File: config.mk
export PLATFORM = sky130hd
export DESIGN_NAME = wb_frame_reader
export DESIGN_NICKNAME = d
export VERILOG_FILES = /design/src/rtl/wb_frame_reader.sv
export SDC_FILE = /design/constraint.sdc
export NUM_CORES = 1
export LEC_CHECK = 0
export BUFFER_PORTS_ARGS = -buffer_cell sky130_fd_sc_hd__buf_2
export CAP_MARGIN = 15
export CORE_ASPECT_RATIO = 0.7
export CORE_MARGIN = 3
export CORE_UTILIZATION = 60
export CTS_BUF_LIST = sky130_fd_sc_hd__clkbuf_8 sky130_fd_sc_hd__clkbuf_16
export DETAILED_ROUTE_END_ITERATION = 6
export PLACE_DENSITY = 0.88
export SLEW_MARGIN = 20
export SYNTH_ARGS = -nofsm -noshare
export SYNTH_HDL_FRONTEND = slang
export SYNTH_SLANG_ARGS = --single-unit
File: constraint.sdc
create_clock -name clk -period 6.15 [get_ports clk]
set_input_delay 0 -clock clk [delete_from_list [all_inputs] [get_ports clk]]
set_output_delay 0 -clock clk [all_outputs]
set_load 0.01 [all_outputs]
File: src/rtl/wb_frame_reader.sv
// wb_frame_reader: Wishbone burst reader that drains a BlockRAM slave into a
// show-ahead FIFO and presents the words on a valid/ready pixel stream.
//
// Ports:
//   clk, rst_n           clock, synchronous active-low reset
//   start                one-cycle request (ignored while busy)
//   base_adr, nb_words   first byte address and number of 32-bit words
//   busy, done           transfer in progress / one-cycle completion pulse
//   wb_*                 Wishbone master (read-only, linear incrementing bursts)
//   pix_data, pix_valid  FIFO head word / FIFO not empty
//   pix_ready            consumer accepts the head word
module wb_frame_reader #(
  parameter int unsigned FIFO_DEPTH = 16,
  parameter int unsigned BURST_LEN  = 8
) (
  input  logic        clk,
  input  logic        rst_n,
  input  logic        start,
  input  logic [31:0] base_adr,
  input  logic [15:0] nb_words,
  output logic        busy,
  output logic        done,
  output logic        wb_cyc,
  output logic        wb_stb,
  output logic        wb_we,
  output logic [3:0]  wb_sel,
  output logic [31:0] wb_adr,
  output logic [2:0]  wb_cti,
  output logic [1:0]  wb_bte,
  input  logic [31:0] wb_dat_sm,
  input  logic        wb_ack,
  output logic [31:0] pix_data,
  output logic        pix_valid,
  input  logic        pix_ready
);

  localparam int unsigned AW = $clog2(FIFO_DEPTH);
  localparam int unsigned CW = AW + 1;
  localparam int unsigned BW = $clog2(BURST_LEN + 1);

  localparam logic [2:0] CTI_CLASSIC = 3'b000;
  localparam logic [2:0] CTI_INCR    = 3'b010;
  localparam logic [2:0] CTI_EOB     = 3'b111;

  typedef enum logic [1:0] {
    IDLE       = 2'd0,
    WAIT_SPACE = 2'd1,
    BURST      = 2'd2,
    DONE       = 2'd3
  } state_t;

  state_t          state_q, state_d;
  logic [31:0]     adr_q, adr_d;
  logic [15:0]     remaining_q, remaining_d;
  logic [BW-1:0]   beats_left_q, beats_left_d;
  logic [2:0]      cti_q, cti_d;
  logic            cyc_q, cyc_d;
  logic            done_q, done_d;
  logic            busy_q, busy_d;

  logic [31:0]     mem_q [FIFO_DEPTH];
  logic [AW-1:0]   wr_ptr_q;
  logic [AW-1:0]   rd_ptr_q;
  logic [CW-1:0]   count_q;

  logic            push_c;
  logic            pop_c;
  logic [CW-1:0]   free_c;
  logic [CW-1:0]   len_c;

  // FIFO handshake and space accounting; free space already credits a pop
  // happening this cycle.
  assign pix_valid = (count_q != '0);
  assign pix_data  = mem_q[rd_ptr_q];
  assign pop_c     = pix_valid && pix_ready;
  assign push_c    = (state_q == BURST) && wb_ack;
  assign free_c    = CW'(FIFO_DEPTH) - count_q + CW'(pop_c);
  assign len_c     = (remaining_q < 16'(BURST_LEN)) ? CW'(remaining_q) : CW'(BURST_LEN);

  // Next-state and registered-output logic.
  always_comb begin
    state_d      = state_q;
    adr_d        = adr_q;
    remaining_d  = remaining_q;
    beats_left_d = beats_left_q;
    cti_d        = cti_q;
    cyc_d        = cyc_q;

    case (state_q)
      IDLE: begin
        if (start) begin
          adr_d       = base_adr & 32'hFFFF_FFFC;
          remaining_d = nb_words;
          state_d     = (nb_words == 16'd0) ? DONE : WAIT_SPACE;
        end
      end
      WAIT_SPACE: begin
        // Launch only when the whole burst fits, so the slave is never stalled.
        if (free_c >= len_c) begin
          state_d      = BURST;
          cyc_d        = 1'b1;
          beats_left_d = BW'(len_c);
          cti_d        = (len_c == CW'(1)) ? CTI_CLASSIC : CTI_INCR;
        end
      end
      BURST: begin
        if (wb_ack) begin
          adr_d        = adr_q + 32'd4;
          remaining_d  = remaining_q - 16'd1;
          beats_left_d = beats_left_q - BW'(1);
          if (beats_left_q == BW'(1)) begin
            cyc_d   = 1'b0;
            cti_d   = CTI_CLASSIC;
            state_d = (remaining_q == 16'd1) ? DONE : WAIT_SPACE;
          end else if (beats_left_q == BW'(2)) begin
            cti_d = CTI_EOB;
          end else begin
            cti_d = CTI_INCR;
          end
        end
      end
      DONE: begin
        state_d = IDLE;
      end
      default: begin
        state_d = IDLE;
      end
    endcase

    done_d = (state_d == DONE);
    busy_d = (state_d != IDLE);
  end

  // Control state registers.
  always_ff @(posedge clk) begin
    if (!rst_n) begin
      state_q      <= IDLE;
      adr_q        <= '0;
      remaining_q  <= '0;
      beats_left_q <= '0;
      cti_q        <= CTI_CLASSIC;
      cyc_q        <= 1'b0;
      done_q       <= 1'b0;
      busy_q       <= 1'b0;
    end else begin
      state_q      <= state_d;
      adr_q        <= adr_d;
      remaining_q  <= remaining_d;
      beats_left_q <= beats_left_d;
      cti_q        <= cti_d;
      cyc_q        <= cyc_d;
      done_q       <= done_d;
      busy_q       <= busy_d;
    end
  end

  // Show-ahead FIFO storage and pointers.
  always_ff @(posedge clk) begin
    if (!rst_n) begin
      for (int unsigned i = 0; i < FIFO_DEPTH; i++) begin
        mem_q[i] <= '0;
      end
      wr_ptr_q <= '0;
      rd_ptr_q <= '0;
      count_q  <= '0;
    end else begin
      if (push_c) begin
        mem_q[wr_ptr_q] <= wb_dat_sm;
        wr_ptr_q        <= wr_ptr_q + AW'(1);
      end
      if (pop_c) begin
        rd_ptr_q <= rd_ptr_q + AW'(1);
      end
      if (push_c && !pop_c) begin
        count_q <= count_q + CW'(1);
      end else if (!push_c && pop_c) begin
        count_q <= count_q - CW'(1);
      end
    end
  end

  // Space check before each burst makes a push into a full FIFO impossible.
  a_no_overflow: assert property (@(posedge clk) disable iff (!rst_n)
    !(push_c && (count_q == CW'(FIFO_DEPTH))));

  assign busy   = busy_q;
  assign done   = done_q;
  assign wb_cyc = cyc_q;
  assign wb_stb = cyc_q;
  assign wb_we  = 1'b0;
  assign wb_sel = 4'hF;
  assign wb_adr = adr_q;
  assign wb_cti = cti_q;
  assign wb_bte = 2'b00;

endmodule

==> run metrics <==
outcome finished clean; hold path endpoint wb_adr[21]; Root Driver clkbuf_16; final setup TNS 0 ns; All-Layer GR Usage 0.299; most used cell, CP buf_4; synth warn 0; Simple-Gate Fraction of Synth Area 0.170; post-layout min period slightly above 4 ns; Relative slew margins 0.251; chip height ~190 µm; post-route ant nets 0; Worst Hold Slack ~0.23 ns; Post-Synthesis Cells 1931; die extent in x ~260 µm; Worst Hold Launch base_adr[21]; Cells after DPL about 2600; CP top delay family simple AND/OR/NAND/NOR gates; NetSw about 3100 µW; worst r2r path cells 8; Area Growth Syn to Fin 14.0%; Clock Path Buffers 3; reg2reg start state_q[1]; post-route cell area 0.0314 mm²; Max rail drop VDD approximately 0.26 mV; worst path cell trace nor2b_2 > buf_4 > nand2_4 > inv_2 > nand3_2 > nor3_4 > buf_4 > nand2b_2; via count 17900; CTS tree built; startpoint types register; WL final slightly above 70000 µm; Final Hold Viols 0; largest family of logic cells by synthesized area simple AND/OR/NAND/NOR gates; maxcap violations 0; critical path class register to register; Critical R2R Capture mem_q[0][24]; drt pass-1 iters 6; Seq cells post-synth 586; DRC 0; CP Launch Point state_q[1]; Min-Delay Path Class input pin to register; Crit path arrival time about 4.2 ns; post-synthesis mux area share 0.132; initial antenna violation count 2; share of cells above drive strength 1 0.224; hold path cells 4; reg2reg setup slack ~2.1 ns; register clock-pin slew on the reported worst setup and hold paths ~0.070 ns; Placeable Area ~0.045 mm²; Post-synth EDFFs 512; GPL Wtd Cong slightly above 0.9; Sw Share 0.292; Tcrit/Tclk final 0.654; CP required approximately 6.3 ns; Detail Placement HPWL 41000 µm; syn_area_per_cell 14.3 µm²; initial core utilization 0.610; vias in the first global route ~18000; highest clock rate approximately 0.25 GHz; Setup Buffers After CTS 0; CTS resizes 0; TritonCTS buffer count 53; num rows 65; routed length per instance between 20 and 30 µm; post-synthesis xor/xnor area fraction 0.00349; Async SR Flop Fraction 0; Comb power frac 0.225; worst-path fanout max 45; Final Max Tran Viols 0; Die ar. ~0.049 mm²; sequential area share after synthesis 0.611; Clock Sinks approximately 590; I/O pin cnt ~160; Worst Skew 0.0176 ns; Post-DP Area 0.0288 mm²; post-place setup slack between 2 and 2.5 ns; Iteration-0 DRC Markers 2450; worst skew pair latency a little under 0.6 ns; leakage power about 0.011 µW; slowest CP cell nand2b_2; vias per inst 6.50; worst slew pin tran roughly 1.1 ns; Post-Layout Cell Count ~2700; min setup slack post-route 2.13 ns; CP bufs+invs 3; unrepaired setup endpoints after global routing false; H-tree depth 2; Pwr Density 341 mW/mm²; Synth Area in Compound Gates 0.0436; total gr overflow 0; PortBufs 152; Syn Std Cell Area 0.0276 mm²; endpoints failing setup 0; Adder-Cell Fraction of Synth Area 0.0107; Cell variety after synth 70; global-route wire length before repair 110000 µm; Synth Flop Type edfxtp_1; Flop pwr share 0.458; internal power roughly 7600 µW; Crit path largest cell delay 0.89 ns; final net count approximately 2200; largest net degree at the start of global routing 87; Clk pwr share 0.317; Setup crit end kind register
[sequential cells by signal, summed over array words and instances, names as in the netlist, named ones only]
register	cells
wr_ptr_q	4
state_q	2
busy	1
rd_ptr_q	4
mem_q	512
wb_cyc	1
remaining_q	16
done	1
beats_left_q	4
wb_cti	2
count_q	5
wb_adr	30
[power groups by stage]
stage | Clock (µW) | Sequential, µW | Combinational [µW]
after floorplan | 0 | 4860 | 1720
after global placement | 0 | 4950 | 2250
after detailed placement | 0 | 4980 | 2310
after CTS | 3420 | 4900 | 2380
after global routing | 3570 | 4950 | 2580
final | 3400 | 4910 | 2410
[area by class of cell]
class,instances,area [µm²]
Antenna cell,3,7.51
Sequential cell,586,16900
Tap cell,603,754
Clock buffer,54,1350
Clock inverter,45,418
Multi-Input combinational cell,1172,10100
Fill cell,2915,13800
Inverter,17,63.8
Timing Repair Buffer,266,1840
[Yosys cell counts (5+ instances only)]
master	n	area, µm²
a211oi_1	9	67.6
a21oi_1	50	250
a311oi_1	7	61.3
a31oi_1	10	62.6
and2_1	524	3280
and3_1	14	87.6
buf_2	19	95.1
buf_4	12	90.1
buf_6	7	78.8
clkbuf_1	122	458
dfxtp_1	74	1480
edfxtp_1	512	15400
ha_1	22	275
inv_1	15	56.3
mux4_2	160	3600
nand2_1	62	233
nand2b_1	11	68.8
nand3_1	20	100
nand4_1	13	81.3
nor2_1	64	240
nor2_4	6	67.6
nor3_1	14	70.1
nor4_1	9	56.3
o21a_1	6	45.0
o21ai_0	56	280
o22ai_1	6	37.5
o31ai_1	5	37.5
or4_1	6	45.0
xnor2_1	6	52.6
xor2_1	5	43.8
[cell usage in the layout (no fill, tap or decap), types with 6 or more instances in the layout]
master / Yosys / layout
nor2_1: 64 / 58
or4_1: 6 / 6
nor2_2: 0 / 6
a211oi_1: 9 / 9
o21ai_0: 56 / 44
nor4_1: 9 / 9
dlygate4sd3_1: 0 / 83
conb_1: 2 / 10
bufinv_16: 0 / 8
nand2b_1: 11 / 6
and2_1: 524 / 524
nor3_1: 14 / 14
a311oi_1: 7 / 7
nor2_4: 6 / 6
clkinv_2: 0 / 6
nand4_1: 13 / 13
a21oi_1: 50 / 49
nand3_1: 20 / 20
mux4_2: 160 / 160
dfxtp_1: 74 / 70
o22ai_1: 6 / 6
and3_1: 14 / 14
a31oi_1: 10 / 10
buf_2: 19 / 152
nand2_1: 62 / 62
xnor2_1: 6 / 6
o21ai_4: 0 / 12
buf_4: 12 / 30
clkinv_1: 1 / 12
ha_1: 22 / 22
inv_1: 15 / 29
edfxtp_1: 512 / 512
clkbuf_16: 0 / 54
o21a_1: 6 / 6
[stage by stage]
step	total power [µW]	utilization
5_1_grt	11100	0.695
4_1_cts	10700	0.695
6_report	10700	0.695
2_1_floorplan	6580	-
3_3_place_gp	7200	0.638
3_5_place_dp	7290	0.638
[worst max path at each step]
stage,endpoint,slack [ns],cells past startpoint
floorplan,mem_q[10][0],2.22,8
global placement,mem_q[3][15],2.36,8
detailed placement,mem_q[0][15],2.24,8
CTS,mem_q[0][29],2.21,8
global route,mem_q[0][18],1.95,8
finish,mem_q[0][24],2.13,8
[worst min-delay path, delay by kind of cell]
family	cells	cell delay (ns)
and+or+nand+nor	1	0.09
AOI/OAI and AO/OA	1	0.08
buffers and inverters	2	0.62
[timing repair]
item,4_1_cts,5_1_grt
setup endpoints to repair,0,0
hold endpoints to repair,575,0
hold buffers,83,0
[per-layer routing]
| layer | routed length, µm | global-route usage | vias to the layer above |
|---|---|---|---|
| li1 | - | - | 7489 |
| met1 | 27100 | 0.419 | 8957 |
| met2 | 34100 | 0.477 | 1211 |
| met3 | 8750 | 0.0653 | 205 |
| met4 | 2090 | 0.0924 | 0 |
| met5 | 0 | 0 | - |
[kinds of logic (layout without fill, tap and decap cells)]
group                      count (synthesis)  count (layout)
other                                      2              13
muxes                                    164             164
DFF                                      586             586
adders and majority gates                 23              23
xor gates and xnor gates                  11              11
and+or+nand+nor                          775             775
buffers and inverters                    181             382
AOI/OAI and AO/OA                        189             189
No activity file was read; power rests on OpenSTA's default activity.
